--- src/rtl/fpu_wb_master.sv ---
// fpu_wb_master: Wishbone initiator that runs one FPU operation per command.
// Writes operands/config, polls status, then reads result and exception flags.
module fpu_wb_master #(
  parameter logic [31:0] ADDR_OPA  = 32'h3000_0000,
  parameter logic [31:0] ADDR_OPB  = 32'h3000_0004,
  parameter logic [31:0] ADDR_OPC  = 32'h3000_0008,
  parameter logic [31:0] ADDR_FRM  = 32'h3000_000C,
  parameter logic [31:0] ADDR_OPV  = 32'h3000_0010,
  parameter logic [31:0] ADDR_STAT = 32'h3000_0014,
  parameter logic [31:0] ADDR_RES  = 32'h3000_0018,
  parameter logic [31:0] ADDR_EXC  = 32'h3000_001C,
  parameter int ACK_TO   = 16,
  parameter int POLL_MAX = 64
) (
  input  logic        clk,
  input  logic        rst_l,
  input  logic        cmd_valid,
  output logic        cmd_ready,
  input  logic [31:0] cmd_a,
  input  logic [31:0] cmd_b,
  input  logic [31:0] cmd_c,
  input  logic [2:0]  cmd_frm,
  input  logic [10:0] cmd_sel,
  input  logic [1:0]  cmd_op,
  output logic        rsp_valid,
  input  logic        rsp_ready,
  output logic [31:0] rsp_result,
  output logic [4:0]  rsp_exc,
  output logic        rsp_err,
  output logic        wbm_cyc_o,
  output logic        wbm_stb_o,
  output logic        wbm_we_o,
  output logic [3:0]  wbm_sel_o,
  output logic [31:0] wbm_adr_o,
  output logic [31:0] wbm_dat_o,
  input  logic [31:0] wbm_dat_i,
  input  logic        wbm_ack_i
);
  typedef enum logic [2:0] {IDLE, WRITE, GAP, POLL, READ_RES, READ_EXC, RESP} state_t;
  localparam logic [15:0] TO_LAST   = 16'(ACK_TO - 1);
  localparam logic [15:0] POLL_LAST = 16'(POLL_MAX);
  state_t state, nxt, ack_nxt;
  logic [31:0] a, b, c, wr_adr, wr_dat, acc_adr;
  logic [2:0]  frm;
  logic [10:0] sel;
  logic [1:0]  op;
  logic [2:0]  widx;
  logic [15:0] tcnt, pcnt;
  logic        one_hot;
  assign one_hot = (cmd_sel != 11'd0) && ((cmd_sel & (cmd_sel - 11'd1)) == 11'd0);
  // widx walks A,B,C,FRM,OPV; C is skipped for non-FMA units
  always_comb begin
    wr_adr = widx == 3'd0 ? ADDR_OPA : widx == 3'd1 ? ADDR_OPB : widx == 3'd2 ? ADDR_OPC :
             widx == 3'd3 ? ADDR_FRM : ADDR_OPV;
    wr_dat = widx == 3'd0 ? a : widx == 3'd1 ? b : widx == 3'd2 ? c :
             widx == 3'd3 ? {29'd0, frm} : {19'd0, sel, op};
    acc_adr = state == WRITE ? wr_adr : state == POLL ? ADDR_STAT :
              state == READ_RES ? ADDR_RES : ADDR_EXC;
    ack_nxt = state == WRITE ? (widx == 3'd4 ? POLL : WRITE) :
              state == POLL ? (wbm_dat_i[0] ? READ_RES : pcnt == POLL_LAST ? RESP : POLL) :
              state == READ_RES ? READ_EXC : RESP;
  end
  always_ff @(posedge clk) begin
    if (!rst_l) begin
      state <= IDLE;
      nxt <= IDLE;
      cmd_ready <= 1'b0;
      rsp_valid <= 1'b0;
      rsp_err <= 1'b0;
      rsp_result <= '0;
      rsp_exc <= '0;
      wbm_cyc_o <= 1'b0;
      wbm_stb_o <= 1'b0;
      wbm_we_o <= 1'b0;
      wbm_sel_o <= '0;
      wbm_adr_o <= '0;
      wbm_dat_o <= '0;
      a <= '0;
      b <= '0;
      c <= '0;
      frm <= '0;
      sel <= '0;
      op <= '0;
      widx <= '0;
      tcnt <= '0;
      pcnt <= '0;
    end else begin
      case (state)
        IDLE: begin
          cmd_ready <= 1'b1;
          if (cmd_valid && cmd_ready) begin
            a <= cmd_a;
            b <= cmd_b;
            c <= cmd_c;
            frm <= cmd_frm;
            sel <= cmd_sel;
            op <= cmd_op;
            cmd_ready <= 1'b0;
            rsp_result <= '0;
            rsp_exc <= '0;
            rsp_err <= !one_hot;
            widx <= '0;
            pcnt <= '0;
            state <= one_hot ? WRITE : RESP;
          end
        end
        GAP: state <= nxt;
        RESP: begin
          if (!rsp_valid) rsp_valid <= 1'b1;
          else if (rsp_ready) begin
            rsp_valid <= 1'b0;
            cmd_ready <= 1'b1;
            state <= IDLE;
          end
        end
        default: begin
          if (!wbm_cyc_o) begin
            wbm_cyc_o <= 1'b1;
            wbm_stb_o <= 1'b1;
            wbm_we_o <= state == WRITE;
            wbm_sel_o <= 4'hF;
            wbm_adr_o <= acc_adr;
            wbm_dat_o <= state == WRITE ? wr_dat : 32'd0;
            tcnt <= '0;
          end else if (wbm_ack_i) begin
            wbm_cyc_o <= 1'b0;
            wbm_stb_o <= 1'b0;
            wbm_we_o <= 1'b0;
            wbm_sel_o <= '0;
            state <= GAP;
            nxt <= ack_nxt;
            if (state == WRITE) widx <= (widx == 3'd1 && !sel[8]) ? 3'd3 : widx + 3'd1;
            if (state == READ_RES) rsp_result <= wbm_dat_i;
            if (state == READ_EXC) rsp_exc <= wbm_dat_i[4:0];
            if (state == POLL && !wbm_dat_i[0]) begin
              pcnt <= pcnt + 16'd1;
              if (pcnt == POLL_LAST) rsp_err <= 1'b1;
            end
          end else if (tcnt == TO_LAST) begin
            wbm_cyc_o <= 1'b0;
            wbm_stb_o <= 1'b0;
            wbm_we_o <= 1'b0;
            wbm_sel_o <= '0;
            rsp_err <= 1'b1;
            state <= RESP;
          end else tcnt <= tcnt + 16'd1;
        end
      endcase
    end
  end
endmodule

--- config.mk ---
export PLATFORM = sky130hd
export DESIGN_NAME = fpu_wb_master
export DESIGN_NICKNAME = d
export VERILOG_FILES = /design/src/rtl/fpu_wb_master.sv
export SDC_FILE = /design/constraint.sdc
export NUM_CORES = 1
export LEC_CHECK = 0
export BUFFER_PORTS_ARGS = -buffer_cell sky130_fd_sc_hd__buf_4
export CORE_AREA = 5 5 122 181
export CTS_BUF_LIST = sky130_fd_sc_hd__clkbuf_8
export DETAILED_ROUTE_END_ITERATION = 10
export DIE_AREA = 0 0 127 186
export PLACE_DENSITY = 0.84
export SLEW_MARGIN = 20
export SYNTH_ARGS = -nofsm -noshare
export SYNTH_HDL_FRONTEND = slang
export SYNTH_SLANG_ARGS = --single-unit
--- constraint.sdc ---
create_clock -name clk -period 1.8 [get_ports clk]
set_input_delay 0.18 -clock clk [delete_from_list [all_inputs] [get_ports clk]]
set_output_delay 0.18 -clock clk [all_outputs]
set_load 0.01 [all_outputs]
* Word-level counts from Yosys, hierarchy flattened
Index checks and enable logic that the tools add are counted.
Storage, ports and cells: memories 0, word-level logic and storage cells 158, flip-flop bits (word level) 264, bits in read-only memories 0, latch bits 0, memory bits (writable) 0, input port bits 149
Operators by class: divide/modulo/power cells 0, add/sub/neg operators 4, mux-type cells 73, bitwise gates (word level) 4, equal/unequal tests 20, shift-type cells 0, multipliers 0, order comparisons 0, reduce and logical (&&, ||, !) cells 35
Operator list (number):
- $mux W32 | 8
- $mux W16 | 7
- $pmux W32 S2 | 1
- $mux W3 | 17
- $mux W5 | 9
- $add A16 B1 Y16 const B | 2
- $pmux W16 S2 | 1
- $reduce_and A5 Y1 | 5
- $mux W1 | 18
- $eq A16 B4 Y1 const B | 1
- $eq A16 B7 Y1 const B | 1
- $mux W4 | 4
- $reduce_bool A2 Y1 | 7
- $mux W13 | 1
- $eq A3 B2 Y1 const B | 4
- $eq A3 B3 Y1 const B | 4
- $and A11 B11 Y11 | 1
- $logic_not A11 Y1 | 1
- $reduce_bool A11 Y1 | 1
- $sub A11 B1 Y11 const B | 1
- $ne A2 B2 Y1 const B | 5
- $pmux W5 S2 | 1
- $ne A3 B1 Y1 const B | 3
- $pmux W3 S3 | 1
- other kinds (17) | 32

* Longest topological paths before layout
depth after elaboration 7, mapped depth 9, depth with buffers taken out 7

* Worst setup path after synthesis
OpenSTA, ideal clock, no wires.
path type reg-to-reg, start point reg tcnt[1], end point reg state[2], path slack 0.064 ns, stages on the path, launching flop included 7, buffers on the path 0, arrival 1.606 ns, path through dfxtp_1 -> ha_1 -> and4b_1 -> nand4_2 -> mux2_2 -> a221oi_2 -> o22ai_1
On the way: word-level cells in the longest chain between the ends 3
Ends and longest elaborated chain:
- from (decl) | RTL line 48 | logic [15:0] tcnt, pcnt;
- from (signal assigned) | RTL line 146 | end else tcnt <= tcnt + 16'd1;
- $eq A16 B4 Y1 | RTL line 139 | end else if (tcnt == TO_LAST) begin
- $reduce_bool A5 Y1 (no line)
- $reduce_and A5 Y1 (no line)
- to (signal assigned) | RTL line 104 | state <= one_hot ? WRITE : RESP;
- to (signal assigned) | RTL line 107 | GAP: state <= nxt;
- to (decl) | RTL line 42 | state_t state, nxt, ack_nxt;
No other way between the ends. A chain may end at the register's enable or synchronous reset.

* Final worst setup path
start point in cmd_sel[7], end point reg state[2]
On the way: word-level cells in the longest chain between the ends 7, elaborated cells on any way between the ends 8, classes of those cells add/sub: 1; mux: 3; bitwise: 1; reduce/logical: 3
Ends and longest elaborated chain:
- from (decl) | RTL line 23 | input logic [10:0] cmd_sel,
- $sub A11 B1 Y11 | RTL line 50 | assign one_hot = (cmd_sel != 11'd0) && ((cmd_sel & (cmd_sel - 11'd1)) == 11'd0);
- $and A11 B11 Y11 | RTL line 50
- $logic_not A11 Y1 | RTL line 50
- $logic_and A1 B1 Y1 * | RTL line 50
- $mux W3 * | RTL line 104
- $mux W3 * | RTL line 91 | if (cmd_valid && cmd_ready) begin
- $pmux W3 S3 * | RTL line 88 | case (state)
Mark *: on every way between the ends. The rest lies on a longest branch, timed or not. The select of a mux whose other input is x is not followed.

==> impl_metrics.env <==
export IMPL_antenna_left=0
export IMPL_place_port_buffers=232
export IMPL_final_core_util_pct=72.5
export IMPL_r2r_end="state[2]"
export IMPL_core_mm2=0.0203
export IMPL_setup_viol=4
export IMPL_leakagePower_nw=5.97
export IMPL_cp_common_cell="buf_4"
export IMPL_final_common_cell="nand2_1"
export IMPL_slew_headroom_pct=49.8
export IMPL_yosysWarnings=0
export IMPL_row_count=64
export IMPL_fp_dieArea_mm2=0.0236
export IMPL_clockBufferDepth=3
export IMPL_drtIter0Drc=1209
export IMPL_worstSkewPairLatency_ps=520
export IMPL_reg2reg_slack_ps=0
export IMPL_p_per_area_mw_per_mm2=994
export IMPL_area_growth_pct=48.0
export IMPL_cp_data_required_time_ps=2150
export IMPL_root_buffer="clkbuf_8"
export IMPL_avgSynthCellArea_um2=8.06
export IMPL_wire_per_inst_um=19.6
export IMPL_num_io_pins=260
export IMPL_crit_chain="dlygate4sd3_1 > buf_4 > or4_4 > nor2_1 > o21ai_0 > a21oi_1 > buf_4 > o22ai_1"
export IMPL_synth_seq_cells=232
export IMPL_cp_slowest_cell="dlygate4sd3_1"
export IMPL_ys_top_cells_by_area="dfxtp_1 (47%), nand2_1 (11%), a21oi_1 (8.3%), nor2_1 (3.2%), buf_4 (2.7%)"
export IMPL_viasPerCell=5.78
export IMPL_worstHoldStart="rsp_ready"
export IMPL_firstDrtPassIters=8
export IMPL_crit_path_max_incr_delay_ps=550
export IMPL_hold_class="primary input to flip-flop"
export IMPL_grt_setup_unrepaired="yes"
export IMPL_dpl_instance_area_mm2=0.0122
export IMPL_cp_max_fo=4
export IMPL_fmax_mhz=550
export IMPL_worst_slack_ps=-17.7
export IMPL_synth_ff_type="dfxtp_1"
export IMPL_yosys_area_top_type_share_pct=46.6
export IMPL_grt_overflow=0
export IMPL_worst_setup_path_end_kind="flip-flop"
export IMPL_initial_core_util_pct=49.0
export IMPL_design_area_mm2=0.0147
export IMPL_finalHoldViolations=0
export IMPL_drcViolationCount=0
export IMPL_grt_pass1_wl_um=56100
export IMPL_vias=11095
export IMPL_cp_start_kind="primary input"
export IMPL_cts_buffers=36
export IMPL_gp_congestion=0.879
export IMPL_die_x_um=127
export IMPL_grt_max_degree=166
export IMPL_synthDistinctLibCells=67
export IMPL_dp_slack_ps=-131
export IMPL_first_global_vias=11033
export IMPL_arrival_ps=2170
export IMPL_antenna_found_initial=2
export IMPL_outcome="complete, but fails checks"
export IMPL_ir_drop_mv=0.823
export IMPL_finalClockSkew_ps=29.6
export IMPL_critPathKind="primary input to flip-flop"
export IMPL_cts_sinks=232
export IMPL_netlist_area_mm2=0.00996
export IMPL_dp_cells=1697
export IMPL_cts_tree="done"
export IMPL_ys_seq_area_share_pct=46.6
export IMPL_whs_endpoint="rsp_valid"
export IMPL_wl_um=37600
export IMPL_grtUsageTotal_pct=29.2
export IMPL_rr_worst_depth=5
export IMPL_drive_gt1_share_pct=24.9
export IMPL_cap_violations=0
export IMPL_layout_common_cells="nand2_1 (280), buf_4 (279), dfxtp_1 (229), a21oi_1 (162), dlygate4sd3_1 (145)"
export IMPL_synth_top_cell_by_area="dfxtp_1"
export IMPL_tightestPinTransition_ps=752
export IMPL_crit_buf_inv=3
export IMPL_fin_nets=1786
export IMPL_synth_edf_count=0
export IMPL_fin_setup_tns_ps=-45.0
export IMPL_final_cells=1919
export IMPL_r2r_start="tcnt[12]"
export IMPL_whs_path_depth=4
export IMPL_post_route_period_util_pct=101
export IMPL_fin_crit_ps=1820
export IMPL_crit_family="buffers and inverters"
export IMPL_violations="negative setup slack"
export IMPL_syn_inst=1236
export IMPL_slew_violations=0
export IMPL_dieHeight_um=186
export IMPL_cts_max_level=2
export IMPL_dpl_hpwl_um=19700
export IMPL_synthArstFlopShare_pct=0
export IMPL_clkTransAtPathRegs_ps=60
sequential cells by signal, indices dropped and copies added (netlist names), 2 cells and up:
register and flops:
rsp_exc 5, sel 11, pcnt 16, tcnt 16
op 2, rsp_result 32, wbm_adr_o 4, state 3
b 32, wbm_dat_o 32, c 32, nxt 3
a 32, widx 3, frm 3
routing by layer:
layer	wire length, um	vias up	global-route usage [%]
met3	3330	206	6.63
li1	-	4987	-
met5	0	-	0
met1	12900	5148	31.5
met4	2380	0	17.6
met2	19000	754	51.9
power by group:
group	internal (mW)	switching (mW)	total, mW
Combinational	1.90	2.43	4.33
Clock	2.35	2.05	4.40
Sequential	5.61	0.310	5.92
Total	9.85	4.79	14.6
area by class of cell:
cell class / count / area [um^2]
antenna: 3 / 7.51
clock buffer: 44 / 606
clock inverter: 17 / 103
fill: 1277 / 5600
inverter: 17 / 66.3
multi-input combinational: 895 / 4960
sequential: 232 / 4650
tap: 264 / 330
timing repair buffer: 447 / 4020
what timing repair did:
| item | in CTS | in global routing |
|---|---|---|
| cloned | 1 | 4 |
| endpoints found under the hold margin | 150 | 0 |
| gates resized for setup | 13 | 27 |
| hold buffers | 145 | 0 |
| pin swaps | 4 | 6 |
| endpoints found under the setup margin | 45 | 85 |
| setup buffers | 1 | 7 |
through the flow:
stage	power, mW	hold slack, ps
floorplan	8.03	316
global placement	9.30	426
detailed placement	9.38	435
CTS	14.0	67.9
global route	15.3	98.2
finish	14.6	107
cell usage after synthesis (all sizes together), types with 2 or more instances:
cell,number
mux2i,16
nand3,18
nand4,7
nor4b,5
and2,5
and4,3
o21ai,79
nor3,10
dfxtp,232
or4,2
buf,59
nand2,283
xor2,2
and3,5
and4b,2
ha,8
mux2,3
nor2,89
a22oi,35
o22ai,3
nor4bb,2
nor2b,17
or2,3
a21o,5
a21oi,168
inv,16
nor4,12
nor3b,2
o211ai,2
clkbuf,61
nand2b,5
a31oi,2
a221o,19
xnor2,14
a221oi,2
a211oi,14
or3,13
how the worst max path moves through the flow:
stage,from,end,slack [ps],cells after the start
final,cmd_sel[7],state[2],-20,8
after global routing,state[2],sel[6],-160,7
after CTS,cmd_sel[4],state[0],1,8
after detailed placement,tcnt[0],rsp_err,-130,7
after global placement,tcnt[0],rsp_err,-40,7
after floorplan,tcnt[1],state[2],60,6
worst reg2reg max path, stage by stage (launching register included):
cell,delay (ps)
dfxtp_1,340
nor3_1,340
nand4_4,210
mux2_4,360
a221oi_4,270
o22ai_1,110
logic make-up (layout without fill, tap and decap cells):
group                    count (synthesis)  count (layout)  share of synthesized area [%]
AND/OR/NAND/NOR                        485             487                           22.0
AO/OA/AOI/OAI                          337             337                           20.0
flip-flops                             232             232                           46.6
buffers and inverters                  137             525                           6.90
multiplexers                            19              19                           1.95
XOR/XNOR                                16              16                           1.41
adder cells (fa/ha/maj)                  9               9                           1.11
other                                    1              30                         0.0376
Power figures use the tool's default switching activity.
